===== config.mk =====
export PLATFORM = sky130hd
export DESIGN_NAME = clk_div_bank
export DESIGN_NICKNAME = d
export VERILOG_FILES = /design/src/rtl/clk_div_bank.sv
export SDC_FILE = /design/constraint.sdc
export NUM_CORES = 1
export LEC_CHECK = 0
export ABC_AREA = 1
export CORE_MARGIN = 2
export CORE_UTILIZATION = 45
export DETAILED_ROUTE_END_ITERATION = 8
export PLACE_DENSITY = 0.71
export REMOVE_ABC_BUFFERS = 1
export SYNTH_ARGS = -nofsm -noshare
export SYNTH_HDL_FRONTEND = slang
export SYNTH_SLANG_ARGS = --single-unit

===== constraint.sdc =====
create_clock -name sysclk -period 2.6 [get_ports sysclk]
set_input_delay 0.78 -clock sysclk [delete_from_list [all_inputs] [get_ports sysclk]]
set_output_delay 0.78 -clock sysclk [all_outputs]
set_load 0.01 [all_outputs]

===== src/rtl/clk_div_bank.sv =====
// Bank of independent programmable clock dividers (square output and/or one-cycle tick per channel).
// Outputs come straight from flops; a write or sync restarts phase so the first event lands D edges later.
`timescale 1ns/1ps
module clk_div_bank #(
  parameter int NUM_CH      = 4,
  parameter int CNT_W       = 21,
  parameter int DEFAULT_DIV = 50000,
  parameter int CH_W        = 2
) (
  input  logic              sysclk,
  input  logic              rst,
  input  logic              wr_en,
  input  logic [CH_W-1:0]   wr_ch,
  input  logic [CNT_W-1:0]  wr_div,
  input  logic              wr_mode,
  input  logic              wr_chen,
  input  logic              sync,
  output logic [NUM_CH-1:0] clk_out,
  output logic [NUM_CH-1:0] tick
);

  logic [CNT_W-1:0]  div_q [NUM_CH];
  logic [CNT_W-1:0]  cnt_q [NUM_CH];
  logic [NUM_CH-1:0] mode_q;
  logic [NUM_CH-1:0] chen_q;
  logic [NUM_CH-1:0] hit;

  // An out-of-range wr_ch matches no channel, so the write is dropped.
  always_comb begin
    hit = '0;
    for (int i = 0; i < NUM_CH; i++) begin
      hit[i] = wr_en && (wr_ch == CH_W'(i));
    end
  end

  always_ff @(posedge sysclk) begin
    for (int i = 0; i < NUM_CH; i++) begin
      if (rst) begin
        div_q[i]   <= CNT_W'(DEFAULT_DIV);
        mode_q[i]  <= 1'b0;
        chen_q[i]  <= 1'b1;
        cnt_q[i]   <= '0;
        clk_out[i] <= 1'b0;
        tick[i]    <= 1'b0;
      end else begin
        if (hit[i]) begin
          div_q[i]  <= wr_div;
          mode_q[i] <= wr_mode;
          chen_q[i] <= wr_chen;
        end
        if (sync || hit[i]) begin
          cnt_q[i]   <= '0;
          clk_out[i] <= 1'b0;
          tick[i]    <= 1'b0;
        end else if (chen_q[i] && (div_q[i] != '0)) begin
          if (cnt_q[i] == div_q[i] - CNT_W'(1)) begin
            cnt_q[i]   <= '0;
            tick[i]    <= 1'b1;
            clk_out[i] <= ~clk_out[i] & ~mode_q[i];
          end else begin
            cnt_q[i]   <= cnt_q[i] + CNT_W'(1);
            tick[i]    <= 1'b0;
            clk_out[i] <= clk_out[i] & ~mode_q[i];
          end
        end else begin
          cnt_q[i]   <= '0;
          clk_out[i] <= 1'b0;
          tick[i]    <= 1'b0;
        end
      end
    end
  end

endmodule


### Yosys cells after proc, flatten, opt, wreduce, memory -nomap -nowiden

Memories as Yosys holds them, arrays and structs flattened.
Cells that the tools add are included.

| storage, ports and cells | value |
|---|---|
| register bits after elaboration | 16 |
| memory bits (writable) | 168 |
| output and inout port bits | 8 |
| word-level logic and storage cells | 197 |
| memories | 2 |

| operators by class | value |
|---|---|
| add/subtract/negate cells | 8 |
| equality and inequality tests | 7 |
| multiplexer cells | 106 |
| bitwise operators | 40 |
| reduce and logical (&&, ||, !) cells | 21 |

Memory list:

| memory | depth | bits a word | rd ports | clocked after Yosys merged registers in | write ports | line | RTL |
|---|---|---|---|---|---|---|---|
| cnt_q | 4 | 21 | 4 | 0 | 4 | 23 | `logic [CNT_W-1:0] cnt_q [NUM_CH];` |
| div_q | 4 | 21 | 4 | 0 | 4 | 22 | `logic [CNT_W-1:0] div_q [NUM_CH];` |

Operators by type and width:

| cell | count |
|---|---|
| $mux W21 | 20 |
| $mux W1 | 86 |
| $add A21 B1 Y21 const B | 4 |
| $eq A21 B21 Y1 | 4 |
| $reduce_bool A21 Y1 | 4 |
| $sub A21 B1 Y21 const B | 4 |
| $or A1 B1 Y1 | 20 |
| $not A1 Y1 | 12 |
| $reduce_or A3 Y1 | 4 |
| $and A1 B1 Y1 | 8 |
| $logic_and A1 B1 Y1 | 8 |
| $eq A2 B2 Y1 const B | 2 |
| $logic_or A1 B1 Y1 | 4 |
| $eq A2 B1 Y1 const B | 1 |
| $logic_not A2 Y1 | 1 |

### Longest topological paths before layout

| logic depth | value |
|---|---|
| depth in word-level cells | 10 |
| depth in mapped cells | 17 |
| depth with buffers taken out | 16 |

### Worst setup path before layout

Ideal clock, no wire load.

| path | value |
|---|---|
| path kind | input port to flip-flop |
| start | input wr_ch[0] |
| end | memory cnt_q[3][7], data pin |
| arrival time | 2.055 ns |
| required time | 2.343 ns |
| setup slack | 0.288 ns |
| stages | 10 |
| cell sequence | inv_1 -> nor3_1 -> inv_1 -> nand2_1 -> nor3b_1 -> nand2_1 -> inv_1 -> nand2_2 -> buf_6 -> nor2_1 |

RTL lines:

| element | line | RTL |
|---|---|---|
| start: declaration | 13 | `input logic [CH_W-1:0] wr_ch,` |
| end: declaration | 23 |  |

==> flow_summary_export.csv <==
group,metric,value,unit
run_status,status,"finished, final reports clean",
setup_path,rrSetupSlack,0.17,ns
grt,grt_remaining_overflow,0,
power,power.switching,2090,uW
place,dpl.cell_count,2072,
timing,fin_crit,2.43,ns
yosys,yosysTopAreaCell,"edfxtp_1",
hold_path,hold_class,"reg2reg",
power,total_power,7270,uW
power,comb_power_share,0.152,
yosys,yosys_register_bits,184,
timing,worst_pin_slew,0.509,ns
yosys,yosysSeqAreaShare,0.437,
route,firstDrtPassIters,5,
route,wl,28500,um
place,gp_congestion,0.898,
power,sw_frac_of_total,0.288,
die,boundaryPins,37,
grt,grt_pass1_vias,9635,
setup_path,cp-end-kind,"register",
place,place.port_buffers,36,
clocking,clock_sinks,184,
timing,hold_viol,0,
clocking,cts_buffer_depth,2,
timing,post-route-worst-setup-slack,0.166,ns
yosys,synth.distinct_cells,40,
hold_path,hp-start,"chen_q[0]",
die,rows,60,
timing,finalClockSkew,0.0141,ns
place,post-place-ws,0.0242,ns
timing,slew_headroom,0.660,
yosys,synth_top_cell_area_share,0.411,
die,die_y,169,um
setup_path,r2r_start,"div_q[3][1]",
grt,grt_max_degree,24,
yosys,synthCells,1594,
power,pwr-share-seq,0.501,
clocking,cts.clk_slew.worst_paths,0.07,ns
yosys,synth_area,12300,um2
timing,finalSetupViolations,0,
yosys,synth_edf_count,168,
setup_path,start_kind,"register",
clocking,insertion_delay,0.44,ns
hold_path,hold_depth,2,
route,vias,10300,
yosys,avgSynthCellArea,7.70,um2
die,core,26900,um2
route,avgRoutedWirePerCell,13.5,um
layout,layoutNonFillerInstCount,2104,
yosys,synth-async-reset-ratio,0,
power,clockPowerShare,0.348,
power,ir_worst_vdd,0.000497,V
setup_path,worst-setup-path-type,"reg2reg",
grt,grt_pass1_wl,46700,um
clocking,htree_levels,4,
setup_path,regToRegEndpoint,"cnt_q[3][15]",
power,intPower,5170,uW
layout,syn_to_final_growth,15.2,%
clocking,cts_hold_buf,0,
timing,clock.fmax,0.411,GHz
layout,diodes,0,
timing,slew_violations,0,
run,drv_cap,0,
clocking,cts-buffers-inserted,17,
grt,antenna_found_initial,0,
setup_path,arrival,2.62,ns
yosys,synth_ff_type,"edfxtp_1",
die,start_util,0.457,
route,drt-initial-drc-count,848,
yosys,synth_common_cells,"nand2_1 (388), nor2_1 (318), inv_1 (222), edfxtp_1 (168), xor2_1 (102)",
clocking,cts_tree,"done",
timing,fin_setup_tns,0,ns
clocking,cts_root_buf,"clkbuf_16",
layout,num-fill-cells,2532,
die,die-area,28600,um2
timing,finalCritPeriodShare,0.936,
grt,gr-usage-all-layers,0.205,
power,power_density,514,nW/um2
yosys,yosys_warnings,0,
layout,drive_gt1_frac,0.0839,
yosys,synth_most_common_cell,"nand2_1",
layout,nets,1788,
route,post_drt_via_cell_ratio,4.87,
hold_path,min_to,"chen_q[0]",
setup_path,path_max_fanout,21,
place,place_hpwl,22300,um
layout,postLayoutCoreUtil,0.526,
setup_path,worstRegToRegCells,16,
route,ant_nets,0,
timing,rsz0062_at_grt,"false",
die,die_x,169,um
power,power.leakage,0.00608,uW
route,drc,0,
yosys,yosys-top-cells-area,"edfxtp_1 (41%), nand2_1 (12%), nor2_1 (9.7%)",
setup_path,cp_data_required_time,2.78,ns
worst max-delay path by stage:
stage,from,to,slack [ns],depth (start not counted)
global placement,wr_en,cnt_q[1][20],0.06,11
finish,div_q[3][1],cnt_q[3][15],0.17,16
detailed placement,wr_en,cnt_q[1][5],0.02,11
CTS,div_q[2][0],cnt_q[2][3],0.11,12
global route,div_q[2][1],cnt_q[2][3],0.01,12
floorplan,wr_en,cnt_q[0][0],0.08,9
critical path: stages (launching register included):
cell	delay [ns]
edfxtp_1	0.42
inv_1	0.10
ha_2	0.21
nand3_2	0.12
nor2_4	0.19
nand2_2	0.09
nor2_1	0.11
nand2_1	0.11
nand3_1	0.10
nand2_1	0.09
inv_1	0.08
nand2_1	0.05
nor2_1	0.10
nand2_1	0.10
nand2_2	0.10
buf_12	0.15
nor2_1	0.05
metal layers:
metal / GRT usage / up-vias / wire (um)
met3: 0.0280 / 41 / 1260
li1: - / 5271 / -
met2: 0.350 / 245 / 13500
met1: 0.272 / 4696 / 13000
met4: 0.0647 / 0 / 702
met5: 0 / - / 0
sequential cells by signal, indices dropped and copies added, names as in the netlist:
register	flops
chen_q	4
div_q	84
clk_out	4
tick	4
cnt_q	84
mode_q	4
layout make-up:
class	instances	area, um2	area share
flip-flops and latches	184	5370	0.379
multi-input cells	1255	6320	0.446
clock inverters	12	115	0.00814
repair buffers	67	643	0.0455
clock buffers	19	433	0.0306
well taps	341	427	0.0302
inverters	226	848	0.0600
what timing repair did:
| action | CTS | global route |
|---|---|---|
| buffers inserted | 0 | 1 |
| setup endpoints to repair | 0 | 64 |
| endpoints found under the hold margin | 0 | 0 |
| resized for setup | 0 | 9 |
cells by family (layout without fill, tap and decap cells):
kind of cell               Yosys count  after routing  share of synthesized area
other                                1             84                   0.000305
buffers and inverters              238            324                     0.0770
DFF                                184            184                      0.437
AOI/OAI and AO/OA                   42             42                     0.0194
xor gates and xnor gates           153            153                      0.109
adders and majority gates            8              8                    0.00815
and+or+nand+nor                    968            968                      0.349
cell usage in the layout, fill, tap and decap left out, drive strengths merged, types with 4 or more instances in the layout:
cell type / count
and2: 4
o21bai: 4
clkbuf: 19
nand2: 396
ha: 8
xor2: 102
nand3b: 19
xnor2: 51
edfxtp: 168
buf: 31
dfxtp: 16
a21oi: 14
or2: 12
o21ai: 17
inv: 231
conb: 84
nand3: 109
nor3: 29
nand4: 32
clkdlybuf4s50: 36
clkinv: 4
nor2: 361
power groups by stage:
stage | Clock [uW] | Sequential [uW] | Combinational [uW]
after floorplan | 0 | 3620 | 793
after global placement | 0 | 3690 | 1060
after detailed placement | 0 | 3690 | 1080
after CTS | 2560 | 3630 | 1090
after global routing | 2680 | 3660 | 1250
final | 2530 | 3640 | 1100
stage by stage:
stage	instance area (um2)	hold WS (ns)
finish	14100	0.464
CTS	14100	0.468
global placement	13600	0.455
global route	14100	0.496
floorplan	12500	0.429
detailed placement	13600	0.455
No activity file was read; power rests on OpenSTA's default activity.
==> RTL change 1, RTL diff (config.mk and constraints unchanged) <==
Change the parameter `CNT_W` from 21 to 23.
--- a/src/rtl/clk_div_bank.sv
+++ b/src/rtl/clk_div_bank.sv
@@ -3,7 +3,7 @@
 `timescale 1ns/1ps
 module clk_div_bank #(
   parameter int NUM_CH      = 4,
-  parameter int CNT_W       = 21,
+  parameter int CNT_W       = 23,
   parameter int DEFAULT_DIV = 50000,
   parameter int CH_W        = 2
 ) (
Interface: changed (resized wr_div); port bits go from 37 to 39. The function was not compared with the original's and may differ.
==> RTL change 1 against the unedited design <==
Cell count rose by 9.6%. Total power up 5.2%. Sequential share of layout area down 0.37 points. Final area rose by 10%. Wire length is 12% higher. Sequential cell count up 16. Worst setup slack lost 0.022 ns. Area after synthesis grew 11%. Critical endpoint is now cnt_q[1][20]. Largest cell class unchanged.
==> RTL change 1: results (changes against the unedited design) <==
* Crit path max fanout at 12 (-43%)
* Fin Hold WS at 0.4768 ns (+0.01299 ns)
* EDFF count, synth at 184 (+9.5%)
* Initial drt markers at 903 (+6.5%)
* # diodes at 0 (unchanged)
* Via-per-instance ratio at 4.935 (+1.3%)
* Worst Path Arrival at 2.65 ns (+0.03 ns)
* WL final at 31970 µm (+12%)
* Sequential cell area fraction in the yosys report at 42.96% (-0.73 points)
* Hold path startpoint: clk_out[0]
* Static Leak at 6.633 nW (+9.1%)
* CTS clk-pin slew, worst paths at 0.07 ns (about the same)
* Share of layout cells above drive strength 1 at 11.54% (+3.1 points)
* Status: finished, final reports clean
* Largest regs: cnt_q x92, div_q x92
* Avg Inst Size Synth at 7.802 µm² (+1.3%)
* CP Buf/Inv Count at 2 (-1)
* Most instantiated cells after synthesis: nand2_1 (391), nor2_1 (307), inv_1 (244)
* Per-cell routed wire length at 13.87 µm (+2.4%)
* Area after DPL at 14860 µm² (+9.6%)
* Clk buf depth at 2 (unchanged)
* IR drop worst, VDD at 396.8 µV (-20%)
* FILL cells at 2824 (+12%)
* DR pass1 iterations at 8 (+3)
* Reg-to-Reg Start: div_q[1][0]
* Area contributors post-synth: edfxtp_1 (41%), nand2_1 (11%), nor2_1 (8.5%)
* Final Wtd Congestion at 0.8963 (-0.23%)
* Final nets at 1941 (+8.6%)
* Post-DP HPWL at 24770 µm (+11%)
* First-pass GRT wire length at 51560 µm (+10%)
* Vias in the first global route at 10940 (+14%)
* IO Port Bufs at 38 (+5.6%)
* Post-synthesis cell type count at 53 (+33%)
* Pre-CTS WS at -0.1385 ns (-0.1626 ns)
* Largest net degree at the start of global routing at 26 (+8.3%)
## RTL change 1: changes by cell type after synthesis, moves of 12 or more
cell / change
edfxtp_1: +16
inv_1: +22
nor2_2: +29
nor3_1: +13
o21ai_0: +12
xnor2_1: -12
## RTL change 1: what timing repair did
item / CTS / global route
buffers inserted: 0 / 5
hold buffers: 0 / 0
endpoints found under the setup margin: 0 / 75
gates resized for setup: 0 / 20
## RTL change 1: final cells by class
class	count	area [µm²]	area share, %
multi-input combinational	1356	7084	45.51
clock inverter	13	93.84	0.6028
clock buffer	19	452.9	2.910
sequential	200	5846	37.55
inverter	259	972.2	6.245
tap	390	488.0	3.135
timing repair buffer	68	630.6	4.051
## RTL change 1: cell families after synthesis
group / count (synthesis) / synth area share, %
compound gates: 80 / 3.411
buf+inv: 281 / 8.368
xor+xnor: 149 / 9.867
flops: 200 / 42.96
other cells: 1 / 0.02756
simple gates: 1025 / 34.63
fa+ha+maj: 8 / 0.7357
## RTL change 1: through the flow
step / TNS [ns] / utilization, %
global route: -0.5378 / 52.39
global placement: -1.276 / 50.01
floorplan: 0 / -
CTS: 0 / 51.85
detailed placement: -2.864 / 50.01
finish: 0 / 52.39
## RTL change 1: path summary, 6_finish.rpt
path,cells after the start,end,slack (ns)
worst max-delay path,11,cnt_q[1][20],0.14
worst min-delay path,2,clk_out[0],0.48
worst max register to register,11,cnt_q[1][20],0.14
worst min register to register,2,clk_out[0],0.48
## RTL change 1: routing by layer
layer | share of wire, % | vias to the layer above | GRT usage [%]
met3 | 5.7 | 48 | 3.663
met4 | 1.9 | 0 | 6.216
met1 | 45 | 5268 | 26.60
met2 | 48 | 283 | 34.96
li1 | - | 5776 | -
met5 | 0 | - | 0
## RTL change 1: power breakdown
group          switching, mW  internal, mW  total (mW)  leakage, nW
clock network           1.24          1.29        2.53        0.265
registers              0.239          3.72        3.96         1.98
logic                  0.718         0.434        1.15         4.39
## RTL change 1: worst reg2reg max path, delay by kind of cell (launching register included)
| family | cells | cell delay, ns |
|---|---|---|
| buf+inv | 2 | 0.24 |
| simple gates | 7 | 1.19 |
| fa+ha+maj | 1 | 0.22 |
| xor+xnor | 1 | 0.14 |
| flops | 1 | 0.42 |
==> RTL change 2, RTL diff (config.mk and constraints unchanged) <==
Made on the original files. Put one more register stage on the output `tick`. The value now appears one clock later. The other outputs are not delayed to match. Comments in the files are not updated.
--- a/src/rtl/clk_div_bank.sv
+++ b/src/rtl/clk_div_bank.sv
@@ -18,6 +18,8 @@
   output logic [NUM_CH-1:0] clk_out,
   output logic [NUM_CH-1:0] tick
 );
+
+  logic [NUM_CH-1:0] tick_s0;
 
   logic [CNT_W-1:0]  div_q [NUM_CH];
   logic [CNT_W-1:0]  cnt_q [NUM_CH];
@@ -41,7 +43,7 @@
         chen_q[i]  <= 1'b1;
         cnt_q[i]   <= '0;
         clk_out[i] <= 1'b0;
-        tick[i]    <= 1'b0;
+        tick_s0[i]    <= 1'b0;
       end else begin
         if (hit[i]) begin
           div_q[i]  <= wr_div;
@@ -51,25 +53,29 @@
         if (sync || hit[i]) begin
           cnt_q[i]   <= '0;
           clk_out[i] <= 1'b0;
-          tick[i]    <= 1'b0;
+          tick_s0[i]    <= 1'b0;
         end else if (chen_q[i] && (div_q[i] != '0)) begin
           if (cnt_q[i] == div_q[i] - CNT_W'(1)) begin
             cnt_q[i]   <= '0;
-            tick[i]    <= 1'b1;
+            tick_s0[i]    <= 1'b1;
             clk_out[i] <= ~clk_out[i] & ~mode_q[i];
           end else begin
             cnt_q[i]   <= cnt_q[i] + CNT_W'(1);
-            tick[i]    <= 1'b0;
+            tick_s0[i]    <= 1'b0;
             clk_out[i] <= clk_out[i] & ~mode_q[i];
           end
         end else begin
           cnt_q[i]   <= '0;
           clk_out[i] <= 1'b0;
-          tick[i]    <= 1'b0;
+          tick_s0[i]    <= 1'b0;
         end
       end
     end
   end
 
+  always_ff @(posedge sysclk) begin
+    tick <= tick_s0;
+  end
+
 endmodule
 
Function: changed (a bounded check fails within 4 cycles, from zero or initial values and one cycle with rst high).
==> RTL change 2 against the unedited design <==
Count of clock-buffer cells in the layout down 2. Wire length down 2.0%. Fmax down 0.61%. Total power up 1.5%. Sequential cell count up 4. Worst setup slack worse by 0.015 ns. Sequential power up 1%. Worst hold slack worse by 0.14 ns. Sequential share of layout area up 0.81 points. Final area down 0.62%. Die area down 0.40%. Global-route usage down 0.42 points. Area after synthesis down 0.41%. Non-clock buffer count down 13.
==> RTL change 2: results (changes against the unedited design) <==
* Crit path max fanout at 21 (unchanged)
* Share of layout cells above drive strength 1 at 8.432% (+0.037 points)
* Synth Area in Adders at 0.8184% (+0.0033 points)
* FILL cells at 2538 (+0.24%)
* Routed length on met1 at 12450 µm (-4.3%)
* Status: finished, final reports clean
* Area contributors post-synth: edfxtp_1 (41%), nand2_1 (11%), nor2_1 (9.9%)
* DR pass1 iterations at 5 (unchanged)
* Worst Path Arrival at 2.64 ns (+0.02 ns)
* CTS HTree Levels at 4 (unchanged)
* Post-CTS Hold Buffers at 0 (unchanged)
* Initial antenna violation count at 2 (+2)
* IO Port Bufs at 36 (unchanged)
* Synth Area in Compound Gates at 2.271% (+0.34 points)
* Final setup vio count at 0 (unchanged)
* Hold Path Class: reg2reg
* YS warnings at 0 (unchanged)
* Largest net degree at the start of global routing at 24 (unchanged)
* Fin Hold WS at 0.3285 ns (-0.1352 ns)
* Top Layer Used: met5
* IR drop worst, VDD at 501.1 µV (+0.86%)
* Setup Skew at 0.01010 ns (-0.003988 ns)
* WL final at 27900 µm (-2.0%)
* GR Util met1 at 25.41% (-1.7 points)
* Final Wtd Congestion at 0.9033 (+0.55%)
* CTS Buf Count at 17 (unchanged)
* Most instantiated cells after synthesis: nand2_1 (350), nor2_1 (322), inv_1 (217)
* Sequential cell area fraction in the yosys report at 44.52% (+0.83 points)
* CTS clk-pin slew, worst paths at 0.08 ns
* Slew headroom at 65.77% (-0.27 points)
* Area after DPL at 13400 µm² (-1.2%)
* Post-DP HPWL at 21840 µm (-2.0%)
* Via-per-instance ratio at 4.777 (-2.0%)
* Final nets at 1720 (-3.8%)
* Routing usage on met3 at 3.671% (+0.87 points)
* First-pass GRT wire length at 45190 µm (-3.3%)
* Initial drt markers at 758 (-11%)
* Post-synthesis cell type count at 43 (+7.5%)
* Metal2 WL at 13560 µm (+0.33%)
* Root buf cell: clkbuf_16
* Area share of the largest cell type after synthesis at 41.25% (+0.17 points)
* Largest regs: cnt_q x84, div_q x84
* XOR/XNOR Fraction of Synth Area at 12.59% (+1.7 points)
* Static Leak at 5.921 nW (-2.6%)
* Worst R2R Setup Slack at 0.15 ns
* Fraction of registers with async set or reset after synthesis at 0% (unchanged)
* Layout area overhead at 14.96%
* Clk Latency, worst-skew pair at 0.44 ns (about the same)
* Antenna Nets Post-Route at 0 (unchanged)
* Met2 Usage GRT at 35.12% (+0.14 points)
* Met3 wire length at 1306 µm (+4.1%)
* Post-synthesis mux area share at 0% (unchanged)
* Vias in the first global route at 9373 (-2.7%)
* Global Route Usage Sum at 20.10% (-0.42 points)
## RTL change 2: final cells by class
cell class,count,area share [%]
multi-input cells,1200,44.30
flip-flops and latches,188,38.73
inverters,222,5.927
repair buffers,54,3.880
well taps,341,3.035
clock buffers,17,3.026
clock inverters,15,1.086
diodes,1,0.01780
## RTL change 2: repair_timing
item                                    in CTS  in global routing
buffers inserted                             0                  2
gates resized for setup                      0                 16
endpoints found under the setup margin       0                 83
## RTL change 2: per-stage QoR
stage,setup TNS [ns],cells,setup slack (ns)
global route,-0.2207,2038,-0.02586
floorplan,0,1610,0.1248
finish,0,2038,0.1515
CTS,0,2035,0.08903
global placement,0,2003,0.06266
detailed placement,0,2003,0.03053
## RTL change 2: critical path, stage by stage, from the launching register on
cell	delay, ns
edfxtp_1	0.45
inv_1	0.12
ha_2	0.22
nand3_4	0.12
nor2_2	0.15
nand2_1	0.14
o21ai_0	0.18
nand2_1	0.09
nor2_1	0.19
nand2_1	0.07
nor2_1	0.10
nand2_1	0.07
nand2_2	0.08
buf_12	0.15
nor2_1	0.05
## RTL change 2: final timing paths
kind                                   from           end  cells after the start
worst max-delay path            div_q[1][0]  cnt_q[1][16]                     14
worst min-delay path             tick_s0[2]       tick[2]                      0
worst max register to register  div_q[1][0]  cnt_q[1][16]                     14
worst min register to register   tick_s0[2]       tick[2]                      0
## RTL change 2: where the power goes
group,total (mW),switching [mW],internal [mW]
Combinational,1.07,0.662,0.410
Sequential,3.69,0.206,3.48
Clock,2.62,1.26,1.36
## RTL change 2: logic make-up after synthesis
| logic type | Yosys count |
|---|---|
| other | 1 |
| buffers and inverters | 235 |
| and+or+nand+nor | 884 |
| xor gates and xnor gates | 175 |
| AOI/OAI and AO/OA | 49 |
| DFF | 188 |
| adders and majority gates | 8 |
